### src/rtl/alu_exec.sv
// EX-stage ALU: single-cycle logic/arith/compare ops, iterative 1-bit-per-cycle shifts.
// Valid/ready on both sides; result and zero are registered and hold until consumed.
module alu_exec #(
  parameter int XLEN = 32,
  parameter int SHW  = 5
) (
  input  logic            clk,
  input  logic            rst_n,
  input  logic            in_valid,
  output logic            in_ready,
  input  logic [3:0]      alu_sel,
  input  logic [XLEN-1:0] op_a,
  input  logic [XLEN-1:0] op_b,
  output logic            out_valid,
  input  logic            out_ready,
  output logic [XLEN-1:0] result,
  output logic            zero
);

  typedef enum logic [1:0] {IDLE, SHIFT, DONE} state_t;

  state_t          state, state_nxt;
  logic [XLEN-1:0] work, work_step, quick_res;
  logic [SHW-1:0]  cnt, amt;
  logic [1:0]      sh_op;
  logic            accept, is_shift, last_step;

  always_comb begin
    quick_res = '0;
    case (alu_sel)
      4'b0000: quick_res = op_a + op_b;
      4'b0001: quick_res = op_a - op_b;
      4'b0010: quick_res = op_a ^ op_b;
      4'b0011: quick_res = op_a | op_b;
      4'b0100: quick_res = op_a & op_b;
      4'b0101, 4'b0110, 4'b0111: quick_res = op_a;  // shift by 0 passes op_a through
      4'b1000: quick_res = {{(XLEN-1){1'b0}}, ($signed(op_a) < $signed(op_b))};
      4'b1001: quick_res = {{(XLEN-1){1'b0}}, (op_a < op_b)};
      default: quick_res = '0;
    endcase
  end

  always_comb begin
    amt       = op_b[SHW-1:0];
    is_shift  = (alu_sel == 4'b0101) || (alu_sel == 4'b0110) || (alu_sel == 4'b0111);
    accept    = in_valid && in_ready;
    last_step = (cnt == SHW'(1));
  end

  // sh_op holds alu_sel[1:0]: 01 = SLL, 10 = SRL, 11 = SRA
  always_comb begin
    work_step = work;
    case (sh_op)
      2'b01:   work_step = {work[XLEN-2:0], 1'b0};
      2'b10:   work_step = {1'b0, work[XLEN-1:1]};
      default: work_step = {work[XLEN-1], work[XLEN-1:1]};
    endcase
  end

  always_ff @(posedge clk or negedge rst_n) begin
    if (!rst_n) state <= IDLE;
    else        state <= state_nxt;
  end

  always_comb begin
    state_nxt = state;
    case (state)
      IDLE: begin
        if (accept) state_nxt = (is_shift && amt != '0) ? SHIFT : DONE;
      end
      SHIFT: begin
        if (last_step) state_nxt = DONE;
      end
      DONE: begin
        if (out_ready) state_nxt = IDLE;
      end
      default: state_nxt = IDLE;
    endcase
  end

  always_comb begin
    in_ready  = (state == IDLE);
    out_valid = (state == DONE);
  end

  always_ff @(posedge clk or negedge rst_n) begin
    if (!rst_n) begin
      work   <= '0;
      cnt    <= '0;
      sh_op  <= '0;
      result <= '0;
      zero   <= 1'b0;
    end else begin
      case (state)
        IDLE: begin
          if (accept) begin
            if (is_shift && amt != '0) begin
              work  <= op_a;
              cnt   <= amt;
              sh_op <= alu_sel[1:0];
            end else begin
              result <= quick_res;
              zero   <= (quick_res == '0);
            end
          end
        end
        SHIFT: begin
          work <= work_step;
          cnt  <= cnt - 1'b1;
          if (last_step) begin
            result <= work_step;
            zero   <= (work_step == '0);
          end
        end
        default: ;
      endcase
    end
  end

endmodule
### config.mk
export PLATFORM = sky130hd
export DESIGN_NAME = alu_exec
export DESIGN_NICKNAME = d
export VERILOG_FILES = /design/src/rtl/alu_exec.sv
export SDC_FILE = /design/constraint.sdc
export NUM_CORES = 1
export LEC_CHECK = 0
export CORE_AREA = 2 2 134 136
export DETAILED_ROUTE_END_ITERATION = 7
export DIE_AREA = 0 0 136 138
export PLACE_DENSITY_LB_ADDON = 0.05
export SLEW_MARGIN = 20
export SYNTH_ARGS = -nofsm -noshare
export SYNTH_HDL_FRONTEND = slang
export SYNTH_SLANG_ARGS = --single-unit
### constraint.sdc
create_clock -name clk -period 2.9 [get_ports clk]
set_input_delay 0.435 -clock clk [delete_from_list [all_inputs] [get_ports clk]]
set_output_delay 0.435 -clock clk [all_outputs]
set_load 0.03 [all_outputs]
==> flow_summary.json, run 1 <==
{
  "status": "stopped before the end",
  "stop_stage": "global routing (5_1_grt)",
  "tool.error": "[ERROR GRT-0232] Routing congestion too high. Check the congestion heatmap in the GUI.",
  "synth_area_leader_cell": "dfrtp_1",
  "synth_flop_cell": "dfrtp_1",
  "postSynthCellCount": 1386,
  "synth-simple-area-share": 0.219,
  "muxShareOfSynthArea": 0.0368,
  "synthesis.area_mm2": 0.0100,
  "async_reset_ff_frac": 1.00,
  "dp_hpwl_um": 33200,
  "gp_congestion": 1.06,
  "synth_compound_area_frac": 0.323,
  "worstEndpointGrtRepair": "zero$_DFFE_PN0P_/D",
  "yosys-top-cells-count": "nand2_1 (172), o21ai_0 (152), ha_1 (117)",
  "synth_nets": 1577,
  "synth_area_per_cell_um2": 7.22,
  "cts_buffer_depth": 2,
  "overflow": 429,
  "grt_max_degree": 81,
  "die_h_um": 138,
  "synth_seq_area_share": 0.185,
  "synth_xor_area_frac": 0.00613,
  "ios": 107,
  "synth-seq-cells": 74,
  "synthTopCellsByArea": "dfrtp_1 (19%), ha_1 (15%), o21ai_0 (7.6%), nand2_1 (6.5%), a21oi_1 (4.7%)",
  "initial_core_util": 0.571,
  "synth.most_common_cell": "nand2_1",
  "ys_warn_count": 0,
  "clock-sinks": 74,
  "placementRows": 49,
  "synth_edf_count": 0,
  "track_usage": 0.901,
  "yosysUniqueCellTypes": 86,
  "synthAdderAreaFrac": 0.150,
  "ctsHoldBuffers": 0,
  "numCtsBuffers": 9,
  "portBuffers": 106,
  "synth_top_family_by_area": "compound AO/OA/AOI/OAI gates",
  "place_area_mm2": 0.0141,
  "die_x_um": 136,
  "cts-htree-levels": 3,
  "cts_root_buf": "clkbuf_16",
  "synth_top_area_frac": 0.185,
  "worst-ep-kind": "register data pin"
}
-- layer usage --
layer  GRT usage  GRT overflow
met4       0.974           167
met5       0.339             0
met1       0.889            10
met2        1.03           241
met3       0.770            11
-- cells by family after synthesis --
group / Yosys count
flip-flops: 74
AND/OR/NAND/NOR: 464
adder cells (fa/ha/maj): 119
AO/OA/AOI/OAI: 490
buffers and inverters: 197
XOR/XNOR: 7
multiplexers: 35
-- metrics by stage --
stage | worst slack, ps | TNS (ps) | util | std cells | hold WS (ps)
after CTS | -667 | -3020 | 0.930 | 2119 | 256
after detailed placement | -1560 | -36420 | 0.806 | 2034 | 465
after global placement | -1520 | -31320 | 0.806 | 2034 | 458
after floorplan | -391 | -630 | - | 1386 | 139
-- repair_timing --
action | CTS
gates resized for setup | 481
buffers inserted | 72
pin swaps | 122
setup endpoints to repair | 31
==> run 2: changes to the inputs <==
--- a/config.mk
+++ b/config.mk
@@ -5,10 +5,10 @@
 export SDC_FILE = /design/constraint.sdc
 export NUM_CORES = 1
 export LEC_CHECK = 0
-export CORE_AREA = 2 2 134 136
+export CORE_AREA = 2 2 162 164
 export DETAILED_ROUTE_END_ITERATION = 7
-export DIE_AREA = 0 0 136 138
-export PLACE_DENSITY_LB_ADDON = 0.05
+export DIE_AREA = 0 0 164 166
+export PLACE_DENSITY_LB_ADDON = 0.15
 export SLEW_MARGIN = 20
 export SYNTH_ARGS = -nofsm -noshare
 export SYNTH_HDL_FRONTEND = slang
==> flow_summary.json, run 2 <==
{
  "synth_xor_area_frac": 0.00613,
  "synth_seq_area_share": 0.185,
  "mostFrequentLayoutCells": "buf_4 (435), nand2_1 (162), o21ai_0 (111)",
  "route.vias.total": 12900,
  "drv_slew": 0,
  "dp_hpwl_um": 34100,
  "ir_worst_vdd_mv": 0.761,
  "whs_ps": 234,
  "ys_warn_count": 0,
  "power.leakage_nw": 7.65,
  "worstSetupPathType": "primary input to flop",
  "status": "finished, violations left",
  "layout_setup_ws_ps": -561,
  "worstPathCellList": "buf_8, ha_4, inv_2, fa_2, nand2b_4, a211oi_2, buf_4, o211ai_1, a31oi_4, o31ai_4, a211oi_2, buf_4, nor2_2, a2bb2oi_2, a311oi_2, nand4_1, o31ai_2",
  "combPwrFrac": 0.642,
  "cp.arrival_ps": 3710,
  "synth-seq-cells": 74,
  "drtIter0Drc": 1365,
  "synth_area_per_cell_um2": 7.22,
  "cts.clk_slew.worst_paths_ps": 60,
  "nets": 2090,
  "power.switching_mw": 3.90,
  "post-route-min-period_ps": 3460,
  "ios": 107,
  "synthTopCellsByArea": "dfrtp_1 (19%), ha_1 (15%), o21ai_0 (7.6%), nand2_1 (6.5%), a21oi_1 (4.7%)",
  "antenna_found_initial": 1,
  "postSynthCellCount": 1386,
  "p_int_mw": 5.14,
  "yosysUniqueCellTypes": 86,
  "grt_pass1_wl_um": 68600,
  "fmax_mhz": 289,
  "min_path_type": "primary input to asynchronous set/reset pin",
  "cp_max_fo": 5,
  "clock-sinks": 74,
  "portBuffers": 106,
  "cp.required_ps": 3140,
  "cts-htree-levels": 3,
  "cts_buffer_depth": 2,
  "sw_frac_of_total": 0.432,
  "synth-simple-area-share": 0.219,
  "synth_nets": 1577,
  "synthesis.area_mm2": 0.0100,
  "tns_ps": -2660,
  "crit_start": "op_b[0]",
  "drive_above_1_share": 0.430,
  "rsz0062_at_grt": "yes",
  "slew_headroom": 0.359,
  "pwr_density_cell_mw_per_mm2": 534,
  "fin_skew_ps": 6.14,
  "vias_per_cell": 5.76,
  "drc": 0,
  "r2r-start": "sh_op[0]",
  "final_util": 0.661,
  "track_usage": 0.318,
  "synthAdderAreaFrac": 0.150,
  "ctsHoldBuffers": 0,
  "fillers": 2142,
  "synth.most_common_cell": "nand2_1",
  "clkPwrFrac": 0.156,
  "top_layer_used": "met5",
  "wl_met2_um": 20200,
  "synth_top_area_frac": 0.185,
  "synth_flop_cell": "dfrtp_1",
  "gp_congestion": 0.990,
  "worstMarginPinSlew_ps": 962,
  "final_common_cell": "buf_4",
  "hold_viol_final": 0,
  "core_area_mm2": 0.0256,
  "setup_violations": 12,
  "period_share": 1.19,
  "initial_core_util": 0.391,
  "overflow": 0,
  "cap_violations": 0,
  "routed-wl-met3_um": 3540,
  "yosys-top-cells-count": "nand2_1 (172), o21ai_0 (152), ha_1 (117)",
  "wl_met1_um": 20200,
  "placementRows": 59,
  "numCtsBuffers": 9,
  "routed_wl_um": 44800,
  "cpPeakStageDelay_ps": 380,
  "top_regs": "result: 32 flops, work: 32 flops, cnt: 5 flops",
  "synth_compound_area_frac": 0.323,
  "grt_max_degree": 81,
  "synth_edf_count": 0,
  "grt_pass1_vias": 12400,
  "antenna_cells": 0,
  "dr.pass1.iters": 8,
  "clk_latency_ps": 330,
  "cts_tree": "built",
  "die_x_um": 164,
  "die_area_mm2": 0.0272,
  "violations": "negative setup slack",
  "synth_area_leader_cell": "dfrtp_1",
  "critPathCaptureType": "flop",
  "ant_nets": 0,
  "synth_top_family_by_area": "compound AO/OA/AOI/OAI gates",
  "start_kind": "primary input",
  "finalNonFillerCells": 2239,
  "seqPwrFrac": 0.202,
  "dp.cells": 2150,
  "area_delta_synth_final_pct": 69.3,
  "die_h_um": 166,
  "cts_root_buf": "clkbuf_16",
  "wl_per_cell_um": 20.0,
  "async_reset_ff_frac": 1.00,
  "muxShareOfSynthArea": 0.0368,
  "crit_slowest_cell": "a311oi_2"
}
==> run 2: cell counts after synthesis <==
Identical to the previous run, type by type.
==> run 2: path summary, 6_finish.rpt <==
kind / end / slack [ps] / cells after the start
setup / recovery: zero / -560 / 17
hold / removal: cnt[4] / 230 / 1
setup reg to reg: zero / 0 / 11
hold reg to reg: result[16] / 480 / 2
max in group asynchronous: work[4] / 2010 / 1
min in group clk: result[16] / 480 / 2
==> run 2: logic make-up (layout without fill, tap and decap cells) <==
family | after synthesis | in the layout
xor gates and xnor gates | 7 | 7
DFF | 74 | 74
adders and majority gates | 119 | 119
muxes | 35 | 35
buffers and inverters | 197 | 715
and+or+nand+nor | 464 | 464
AOI/OAI and AO/OA | 490 | 490
==> run 2: critical path, delay by kind of cell <==
family                     cells  cell delay, ps
AOI/OAI and AO/OA              8            1930
adders and majority gates      2             500
buffers and inverters          4             460
and+or+nand+nor                3             370
==> run 2: cell type report <==
class / count / area, µm² / area share
well taps: 335 / 419 / 0.0247
inverters: 104 / 423 / 0.0250
clock buffers: 12 / 267 / 0.0157
flip-flops and latches: 74 / 1850 / 0.109
repair buffers: 595 / 4950 / 0.292
clock inverters: 4 / 120 / 0.00709
multi-input cells: 1115 / 8910 / 0.526
==> run 2: power by group through the flow <==
stage | registers (mW) | logic (mW) | clock network (mW)
2_1_floorplan | 2.14 | 2.32 | 0
3_3_place_gp | 1.81 | 4.96 | 0
3_5_place_dp | 1.83 | 5.03 | 0
4_1_cts | 1.82 | 5.49 | 1.43
5_1_grt | 1.87 | 6.27 | 1.48
6_report | 1.82 | 5.81 | 1.41
==> run 2: what timing repair did <==
action	4_1_cts	5_1_grt
buffers inserted	56	28
gates cloned	0	1
pin swaps	98	80
resized for setup	453	150
setup endpoints to repair	28	21
==> run 2: stage by stage <==
step                total power, mW  instance area, µm²  worst slack, ps
finish                         9.04               16900             -561
global route                   9.62               16900             -691
CTS                            8.74               16300             -490
detailed placement             6.85               14300            -1630
global placement               6.77               14300            -1690
floorplan                      4.47               10100             -391
==> run 2: metal layers <==
layer	track usage	vias to the layer above
li1	-	6065
met1	0.464	6179
met2	0.502	573
met3	0.0362	82
met4	0.0732	2
met5	0	-
Power figures use the tool's default switching activity.
==> run 3: changes to the inputs <==
--- a/config.mk
+++ b/config.mk
@@ -6,6 +6,7 @@
 export NUM_CORES = 1
 export LEC_CHECK = 0
 export CORE_AREA = 2 2 162 164
+export CTS_BUF_LIST = sky130_fd_sc_hd__clkbuf_4
 export DETAILED_ROUTE_END_ITERATION = 7
 export DIE_AREA = 0 0 164 166
 export PLACE_DENSITY_LB_ADDON = 0.15
==> flow_summary.json, run 3 (same netlist as run 2, synthesis figures left out) <==
{
  "fmax_mhz": 301,
  "combPwrFrac": 0.680,
  "status": "finished, violations left",
  "gp_congestion": 0.990,
  "dp_hpwl_um": 34100,
  "die_x_um": 164,
  "initial_core_util": 0.391,
  "drive_above_1_share": 0.421,
  "cts.clk_slew.worst_paths_ps": 120,
  "post-route-min-period_ps": 3320,
  "ant_nets": 0,
  "period_share": 1.14,
  "r2r_cells": 14,
  "critPathCaptureType": "flop",
  "power.leakage_nw": 7.51,
  "finalNonFillerCells": 2233,
  "worstPathCellList": "buf_6, inv_4, ha_4, a211oi_4, o211ai_4, buf_4, a41oi_1, o311ai_1, a32oi_2, buf_4, and2_1, o2111ai_1, nor4_2, nand4_1, or4_4, o31ai_2",
  "rsz0062_at_grt": "yes",
  "top_regs": "result: 32 flops, work: 32 flops, cnt: 5 flops",
  "worstMarginPinSlew_ps": 942,
  "crit_end": "zero",
  "power.switching_mw": 3.79,
  "violations": "negative setup slack",
  "crit_top_cell": "buf_4",
  "grt_pass1_wl_um": 67000,
  "clock-sinks": 74,
  "layout_setup_ws_ps": -419,
  "slew_headroom": 0.372,
  "portBuffers": 106,
  "start_kind": "primary input",
  "tns_ps": -1190,
  "mostFrequentLayoutCells": "buf_4 (438), nand2_1 (163), o21ai_0 (115)",
  "fin_skew_ps": 15.2,
  "cts-htree-levels": 3,
  "wl_per_cell_um": 19.7,
  "grt_pass1_vias": 12200,
  "placementRows": 59,
  "ios": 107,
  "dp.cells": 2150,
  "die_area_mm2": 0.0272,
  "route.vias.total": 12800,
  "cap_violations": 0,
  "clk_latency_ps": 420,
  "pwr_density_cell_mw_per_mm2": 506,
  "min_path_type": "primary input to asynchronous set/reset pin",
  "cts_buffer_depth": 2,
  "cp.required_ps": 3240,
  "track_usage": 0.311,
  "numCtsBuffers": 9,
  "seqPwrFrac": 0.216,
  "die_h_um": 166,
  "cts_tree": "built",
  "sw_frac_of_total": 0.451,
  "p_int_mw": 4.61,
  "area_delta_synth_final_pct": 65.8,
  "final_common_cell": "buf_4",
  "antenna_found_initial": 2,
  "clkPwrFrac": 0.104,
  "fillers": 2193,
  "drtIter0Drc": 1326,
  "drc": 0,
  "vias_per_cell": 5.72,
  "drv_slew": 0,
  "reg2reg_to": "zero",
  "crit_start": "op_a[1]",
  "r2r-start": "cnt[1]",
  "nets": 2083,
  "grt_max_degree": 81,
  "cpPeakStageDelay_ps": 430,
  "reg2reg_slack_ps": -20,
  "setup_violations": 8,
  "worstSetupPathType": "primary input to flop",
  "cp_max_fo": 4,
  "overflow": 0,
  "ir_worst_vdd_mv": 0.726,
  "cts_root_buf": "clkbuf_4",
  "crit_slowest_cell": "or4_4",
  "routed_wl_um": 44100,
  "dr.pass1.iters": 8,
  "cp.arrival_ps": 3660,
  "core_area_mm2": 0.0256,
  "hold_viol_final": 0
}
-- run 3: cell count changes in the layout (fill, tap and decap cells not counted), moves of 4 or more --
| cell | change |
|---|---|
| clkbuf_2 | +8 |
| clkbuf_16 | -9 |
| o21ai_0 | +4 |
| o21ai_2 | -5 |
| o31ai_2 | -4 |
| buf_6 | -14 |
| inv_1 | +5 |
| clkbuf_4 | +9 |
-- run 3: worst min path at each step --
stage | end | slack, ps | depth (start not counted)
after floorplan | cnt[0] | 140 | 0
after global placement | result[12] | 460 | 2
after detailed placement | result[27] | 470 | 2
after CTS | cnt[2] | 170 | 1
after global routing | cnt[2] | 200 | 1
final | cnt[4] | 130 | 1
-- run 3: layer usage --
metal  GRT usage  wire length (µm)
met2       0.486             19800
met5           0                 0
met3      0.0305              3140
met1       0.461             20200
met4      0.0744               932
-- run 3: power groups by stage --
stage	Sequential (mW)	Combinational, mW	Clock, mW
final	1.81	5.72	0.873
after floorplan	2.14	2.32	0
after global routing	1.86	6.18	0.932
after detailed placement	1.83	5.03	0
after CTS	1.81	5.39	0.886
after global placement	1.81	4.96	0
-- run 3: cell type report --
type                       count  area [µm²]  share of cell area
tap                          335         419              0.0253
inverter                     104         413              0.0249
sequential                    74        1850               0.112
clock inverter                 7         131             0.00792
multi-input combinational   1115        8870               0.535
clock buffer                   9        67.6             0.00407
antenna                        1        2.50            0.000151
timing repair buffer         588        4830               0.291
-- run 3: through the flow --
stage	setup slack [ps]	power, mW	instance area (µm²)	utilization	hold WS [ps]
global route	-565	8.97	16600	0.647	203
CTS	-461	8.08	15900	0.620	169
floorplan	-391	4.47	10100	-	139
finish	-419	8.40	16600	0.647	131
global placement	-1690	6.77	14300	0.560	460
detailed placement	-1630	6.85	14300	0.560	470
-- run 3: worst max-delay path: cells and delay by family --
family	cells	cell delay [ps]
AOI/OAI and AO/OA	7	1470
adders and majority gates	1	220
buffers and inverters	4	510
and+or+nand+nor	4	990
-- run 3: timing repair --
item | in CTS | in global routing
gates cloned | 0 | 1
pin swaps | 81 | 72
endpoints found under the setup margin | 27 | 19
buffers inserted | 46 | 24
gates resized for setup | 389 | 162
hold buffers | 0 | 0
